[src/rtl/wbu_rf_writer_if.sv]
// Upstream valid/ready bundle between memory-access and writeback.
// Master drives the instruction fields; slave returns o_ready.
interface wbu_rf_writer_if #(
  parameter int XLEN = 32
);
  logic            i_valid;
  logic            o_ready;
  logic [4:0]      i_rdt_addr;
  logic            i_wb_en;
  logic            i_is_load;
  logic [2:0]      i_funct3;
  logic [XLEN-1:0] i_result;

  modport master (
    output i_valid,
    output i_rdt_addr,
    output i_wb_en,
    output i_is_load,
    output i_funct3,
    output i_result,
    input  o_ready
  );

  modport slave (
    input  i_valid,
    input  i_rdt_addr,
    input  i_wb_en,
    input  i_is_load,
    input  i_funct3,
    input  i_result,
    output o_ready
  );
endinterface

[src/rtl/wbu_rf_writer.sv]
// Writeback stage: commits ALU results and formatted load data to the RF.
// Ports: clk/aresetn, up (valid/ready instr bundle), dmem ack/rdata, RF write port, instret, err.
module wbu_rf_writer #(
  parameter int XLEN = 32
) (
  input  logic            clk,
  input  logic            aresetn,
  wbu_rf_writer_if.slave  up,
  input  logic            i_dmem_ack,
  input  logic [XLEN-1:0] i_dmem_rdata,
  output logic            o_rf_wren,
  output logic [4:0]      o_rf_rdt_addr,
  output logic [XLEN-1:0] o_rf_rdt_data,
  output logic [31:0]     o_instret,
  output logic            o_err
);

  typedef enum logic {
    RUN,
    LDWAIT
  } state_t;

  state_t          state;
  logic [4:0]      ld_rd;
  logic            ld_wb;
  logic [2:0]      ld_f3;
  logic [1:0]      ld_off;
  logic            accept;
  logic [7:0]      byte_sel;
  logic [15:0]     half_sel;
  logic [XLEN-1:0] ld_data;
  logic            ld_ok;

  assign up.o_ready = (state == RUN);
  assign accept     = up.i_valid & up.o_ready;

  always_comb begin
    byte_sel = 8'h00;
    unique case (ld_off)
      2'd0: byte_sel = i_dmem_rdata[7:0];
      2'd1: byte_sel = i_dmem_rdata[15:8];
      2'd2: byte_sel = i_dmem_rdata[23:16];
      2'd3: byte_sel = i_dmem_rdata[31:24];
      default: byte_sel = 8'h00;
    endcase
  end

  assign half_sel = ld_off[1] ? i_dmem_rdata[31:16]
                              : i_dmem_rdata[15:0];

  always_comb begin
    ld_data = '0;
    ld_ok   = 1'b1;
    case (ld_f3)
      3'd0: ld_data = {{(XLEN-8){byte_sel[7]}}, byte_sel};
      3'd1: ld_data = {{(XLEN-16){half_sel[15]}}, half_sel};
      3'd2: ld_data = i_dmem_rdata;
      3'd4: ld_data = {{(XLEN-8){1'b0}}, byte_sel};
      3'd5: ld_data = {{(XLEN-16){1'b0}}, half_sel};
      default: ld_ok = 1'b0;
    endcase
  end

  always_ff @(posedge clk or negedge aresetn) begin
    if (!aresetn) begin
      state         <= RUN;
      ld_rd         <= '0;
      ld_wb         <= 1'b0;
      ld_f3         <= '0;
      ld_off        <= '0;
      o_rf_wren     <= 1'b0;
      o_rf_rdt_addr <= '0;
      o_rf_rdt_data <= '0;
      o_instret     <= '0;
      o_err         <= 1'b0;
    end else begin
      o_rf_wren <= 1'b0;
      o_err     <= 1'b0;
      unique case (state)
        RUN: begin
          if (accept && up.i_is_load) begin
            ld_rd  <= up.i_rdt_addr;
            ld_wb  <= up.i_wb_en;
            ld_f3  <= up.i_funct3;
            ld_off <= up.i_result[1:0];
            state  <= LDWAIT;
          end else if (accept) begin
            o_rf_wren     <= up.i_wb_en & (|up.i_rdt_addr);
            o_rf_rdt_addr <= up.i_rdt_addr;
            o_rf_rdt_data <= up.i_result;
            o_instret     <= o_instret + 32'd1;
          end
        end
        LDWAIT: begin
          if (i_dmem_ack) begin
            state     <= RUN;
            o_instret <= o_instret + 32'd1;
            if (ld_ok) begin
              o_rf_wren     <= ld_wb & (|ld_rd);
              o_rf_rdt_addr <= ld_rd;
              o_rf_rdt_data <= ld_data;
            end else begin
              o_err <= 1'b1;
            end
          end
        end
        default: state <= RUN;
      endcase
    end
  end

endmodule

[src/flat_wrapper.sv]
// flat-port wrapper written by rule: the top's interface ports become plain ports
module wbu_rf_writer_flat 
#(
  parameter int XLEN = 32
)
  (clk, aresetn, i_dmem_ack, i_dmem_rdata, o_rf_wren, o_rf_rdt_addr, o_rf_rdt_data, o_instret, o_err, up_i_valid, up_i_rdt_addr, up_i_wb_en, up_i_is_load, up_i_funct3, up_i_result, up_o_ready);
  wbu_rf_writer_if #(.XLEN(XLEN)) up_i ();
  input  logic clk;
  input  logic aresetn;
  input  logic i_dmem_ack;
  input  logic [XLEN-1:0] i_dmem_rdata;
  output logic o_rf_wren;
  output logic [4:0] o_rf_rdt_addr;
  output logic [XLEN-1:0] o_rf_rdt_data;
  output logic [31:0] o_instret;
  output logic o_err;
  input wire logic [$bits(up_i.i_valid)-1:0] up_i_valid;
  input wire logic [$bits(up_i.i_rdt_addr)-1:0] up_i_rdt_addr;
  input wire logic [$bits(up_i.i_wb_en)-1:0] up_i_wb_en;
  input wire logic [$bits(up_i.i_is_load)-1:0] up_i_is_load;
  input wire logic [$bits(up_i.i_funct3)-1:0] up_i_funct3;
  input wire logic [$bits(up_i.i_result)-1:0] up_i_result;
  output wire logic [$bits(up_i.o_ready)-1:0] up_o_ready;
  assign up_i.i_valid = up_i_valid;
  assign up_i.i_rdt_addr = up_i_rdt_addr;
  assign up_i.i_wb_en = up_i_wb_en;
  assign up_i.i_is_load = up_i_is_load;
  assign up_i.i_funct3 = up_i_funct3;
  assign up_i.i_result = up_i_result;
  assign up_o_ready = up_i.o_ready;
  wbu_rf_writer #(.XLEN(XLEN)) u_core (.clk(clk), .aresetn(aresetn), .up(up_i), .i_dmem_ack(i_dmem_ack), .i_dmem_rdata(i_dmem_rdata), .o_rf_wren(o_rf_wren), .o_rf_rdt_addr(o_rf_rdt_addr), .o_rf_rdt_data(o_rf_rdt_data), .o_instret(o_instret), .o_err(o_err));
endmodule
[config.mk]
export PLATFORM = sky130hd
export DESIGN_NAME = wbu_rf_writer_flat
export DESIGN_NICKNAME = d
export VERILOG_FILES = /design/src/rtl/wbu_rf_writer_if.sv /design/src/rtl/wbu_rf_writer.sv /design/src/flat_wrapper.sv
export SDC_FILE = /design/constraint.sdc
export NUM_CORES = 1
export LEC_CHECK = 0
export ABC_AREA = 1
export CAP_MARGIN = 10
export CORE_AREA = 2 2 81 142
export DETAILED_ROUTE_END_ITERATION = 10
export DIE_AREA = 0 0 83 144
export GPL_ROUTABILITY_DRIVEN = 1
export PLACE_DENSITY = 0.86
export REMOVE_ABC_BUFFERS = 1
export SYNTH_ARGS = -nofsm -noshare
export SYNTH_HDL_FRONTEND = slang
export SYNTH_SLANG_ARGS = --single-unit
[constraint.sdc]
create_clock -name clk -period 1.6 [get_ports clk]
set_input_delay 0.32 -clock clk [delete_from_list [all_inputs] [get_ports clk]]
set_output_delay 0.32 -clock clk [all_outputs]
set_load 0.01 [all_outputs]
==> results of run 1 <==
==> cell families (layout without fill, tap and decap cells) <==
group,count (synthesis),after routing,synth area share [%]
AND/OR/NAND/NOR,435,436,34.8
XOR/XNOR,16,16,2.75
AO/OA/AOI/OAI,117,117,12.0
flip-flops,83,83,40.8
buffers and inverters,104,332,8.84
adder cells (fa/ha/maj),1,1,0.246
multiplexers,3,3,0.663
==> layout make-up <==
class	instances	area (um2)	share of cell area [%]
multi-input combinational	573	2730	34.6
timing repair buffer	240	2290	28.9
clock buffer	9	225	2.85
tap	132	165	2.09
inverter	76	287	3.62
clock inverter	7	124	1.57
sequential	83	2090	26.4
==> cells in the mapped netlist (2+ instances only) <==
cell	n
clkbuf_1	8
inv_1	60
mux2_2	3
o22ai_1	7
buf_4	4
buf_6	4
nand2_1	282
nor2_4	3
dfrtp_1	83
a31oi_1	5
inv_2	15
xor2_1	7
buf_2	11
nand3_1	15
nor2_1	112
o21ai_0	32
nor2_2	3
nand4_1	3
xnor2_1	9
nor3_1	3
nand2_2	2
a21oi_1	69
nand3b_1	7
==> power groups by stage <==
stage	Sequential (mW)	Combinational [mW]	Clock, mW
after floorplan	3.27	1.16	0
after global placement	3.07	3.23	0
after detailed placement	3.07	3.30	0
after CTS	2.96	3.53	2.48
after global routing	3.02	4.05	2.58
final	2.97	3.73	2.47
==> worst min-delay path by stage <==
stage | start | end | slack (ps) | depth (start not counted)
final | aresetn | u_core.o_rf_rdt_data[22]$_DFFE_PN0P_ | 440 | 2
after global placement | aresetn | u_core.o_rf_rdt_data[22]$_DFFE_PN0P_ | 260 | 1
after global routing | aresetn | u_core.o_rf_rdt_data[22]$_DFFE_PN0P_ | 470 | 2
after CTS | aresetn | u_core.o_rf_rdt_data[22]$_DFFE_PN0P_ | 450 | 2
after floorplan | aresetn | u_core.ld_f3[0]$_DFFE_PN0P_ | 20 | 0
after detailed placement | aresetn | u_core.o_rf_rdt_data[22]$_DFFE_PN0P_ | 260 | 1
==> routing by layer <==
layer	track usage (%)	vias to the layer above	wire [um]
li1	-	2824	-
met1	27.8	2775	6190
met2	55.2	320	9930
met3	4.62	105	984
met4	18.4	0	1320
met5	0	-	0
==> state kept, by name, indices dropped and copies added (netlist names) <==
| name | cells |
|---|---|
| u_core.o_rf_rdt_addr | 5 |
| u_core.o_instret | 32 |
| u_core.state | 1 |
| u_core.ld_f3 | 3 |
| u_core.ld_wb | 1 |
| u_core.o_rf_wren | 1 |
| u_core.ld_rd | 5 |
| u_core.o_rf_rdt_data | 32 |
| u_core.o_err | 1 |
| u_core.ld_off | 2 |
==> worst max-delay path, cell delays in order (launching register included) <==
cell	delay, ps
dfrtp_2	460
buf_6	150
nand2_1	90
nand2_4	150
nand4_1	220
nor2_2	230
nand2_1	80
nand2_1	60
nand2_1	50
==> timing repair <==
item,in CTS,in global routing
resized for setup,35,70
hold buffers,1,0
setup buffers,22,10
endpoints found under the setup margin,40,56
pin swaps,0,13
gates cloned,0,2
hold endpoints to repair,22,0
==> results.toml, run 1 <==
[place]
place_area_um2 = 7080
post-place-cells = 1069
routabilityCongestion = 0.975
port_buffers = 149
dpl.hpwl_mm = 12.6
dp_slack_ps = -268

[logic_synthesis]
synthArstFlopShare_pct = 100
yosys.cell_types.count = 35
ys.warnings.count = 0
yosysTopAreaCell = "dfrtp_1"
ys_ff_latch = 83
synth_ff_type = "dfrtp_1"
postSynthAreaPerCell_um2 = 6.71
synth-edff-count = 0
netlist_instances = 759
synth_top_area_share_pct = 40.8
synthesis.area_um2 = 5090
ys_seq_area_share_pct = 40.8
ys_top_cells_by_area = "dfrtp_1 41%, nand2_1 21%, nor2_1 8.3%, a21oi_1 6.8%, inv_1 4.4%"

[clocking]
htreeDepth = 3
cts_tree = "built"
clkLatencyLatePin_ps = 340
clkTransAtPathRegs_ps = 70
cts-root-buf = "clkbuf_16"
cts.sinks = 83
cts_max_path_buffers = 2
numCtsBuffers = 9

[worst_setup_path]
path_max_fanout = 8
crit_path_end_kind = "flip-flop"
r2r_setup_slack_ps = -10
endpoint = "u_core.o_instret[18]$_DFFE_PN0P_"
worstPathRequired_ps = 1830
regToRegStartpoint = "u_core.state$_DFF_PN0_"
cp-start-kind = "flip-flop"
reg2reg_depth = 8
crit_path_start = "u_core.state$_DFF_PN0_"
r2r_end = "u_core.o_instret[18]$_DFFE_PN0P_"
cp.arrival_ps = 1850
critical_path_class = "flip-flop to flip-flop"

[drt]
drt-vias-per-instance = 5.38
routed_wl_mm = 18.4
drc_errors = 0
vias = 6024
drt_pass1_iterations = 5
wl_per_cell_um = 16.4
postRouteAntennaNets = 0
drt_iter0_markers = 400

[power_and_ir_drop]
ir_drop_mv = 0.739
power_switching_mw = 3.19
swShare_pct = 34.7
power.density_nw_per_um2 = 1160
comb_power_share_pct = 40.7
total_power_mw = 9.17
power_frac_clock_pct = 27.0
sequentialPowerShare_pct = 32.4
p_int_mw = 5.99
total_leakage_power_nw = 3.88

[global_route]
track_usage_pct = 28.6
grt_pass1_wl_mm = 27.0
grt_pass1_vias = 5674
antenna_found_initial = 0
grt_max_degree = 32
grt_overflow = 0

[timing]
relSlewSlack_pct = 74.4
period_share_pct = 101
skew_ps = 6.31
rsz0062_at_grt = "yes"
slew_violations = 0
hold_slack_ps = 438
tns_ps = -12.7
setup_ws_ps = -12.7
setup_viol = 1
fmax_mhz = 620
finalHoldViolations = 0
tightest_slew_ps = 381
fin_crit_ps = 1610

[finish]
fin_util_pct = 72.5
fin_cells = 1120
synthToLayoutAreaGrowth_pct = 55.3
layout_commonest_cell = "nand2_1"
diodes = 0
drive_gt1_share_pct = 18.9
final_cell_mix = "273 x nand2_1, 104 x clkdlybuf4s50_1, 93 x nor2_1, 82 x buf_4, 72 x dfrtp_1"
final_area_um2 = 7910
fillers = 798
fin_nets = 1062

[floorplan]
die-area_um2 = 12000
die_h_um = 144
rows = 51
start_util_pct = 46.7
ios = 150
core_um2 = 10900
die_x_um = 83

[min_path]
holdCritPathClass = "input pin to asynchronous set/reset pin"

[flow_run]
maxCapViolCount = 0

[status]
violations = "negative setup slack"
status = "finished, violations left"
No activity file was read; power rests on OpenSTA's default activity.
==> inputs of run 2 (changes only) <==
--- a/config.mk
+++ b/config.mk
@@ -13,6 +13,7 @@
 export GPL_ROUTABILITY_DRIVEN = 1
 export PLACE_DENSITY = 0.86
 export REMOVE_ABC_BUFFERS = 1
+export SLEW_MARGIN = 20
 export SYNTH_ARGS = -nofsm -noshare
 export SYNTH_HDL_FRONTEND = slang
 export SYNTH_SLANG_ARGS = --single-unit
==> results of run 2 <==
No change in the layout: final DEF, timing and power equal those of run 1.
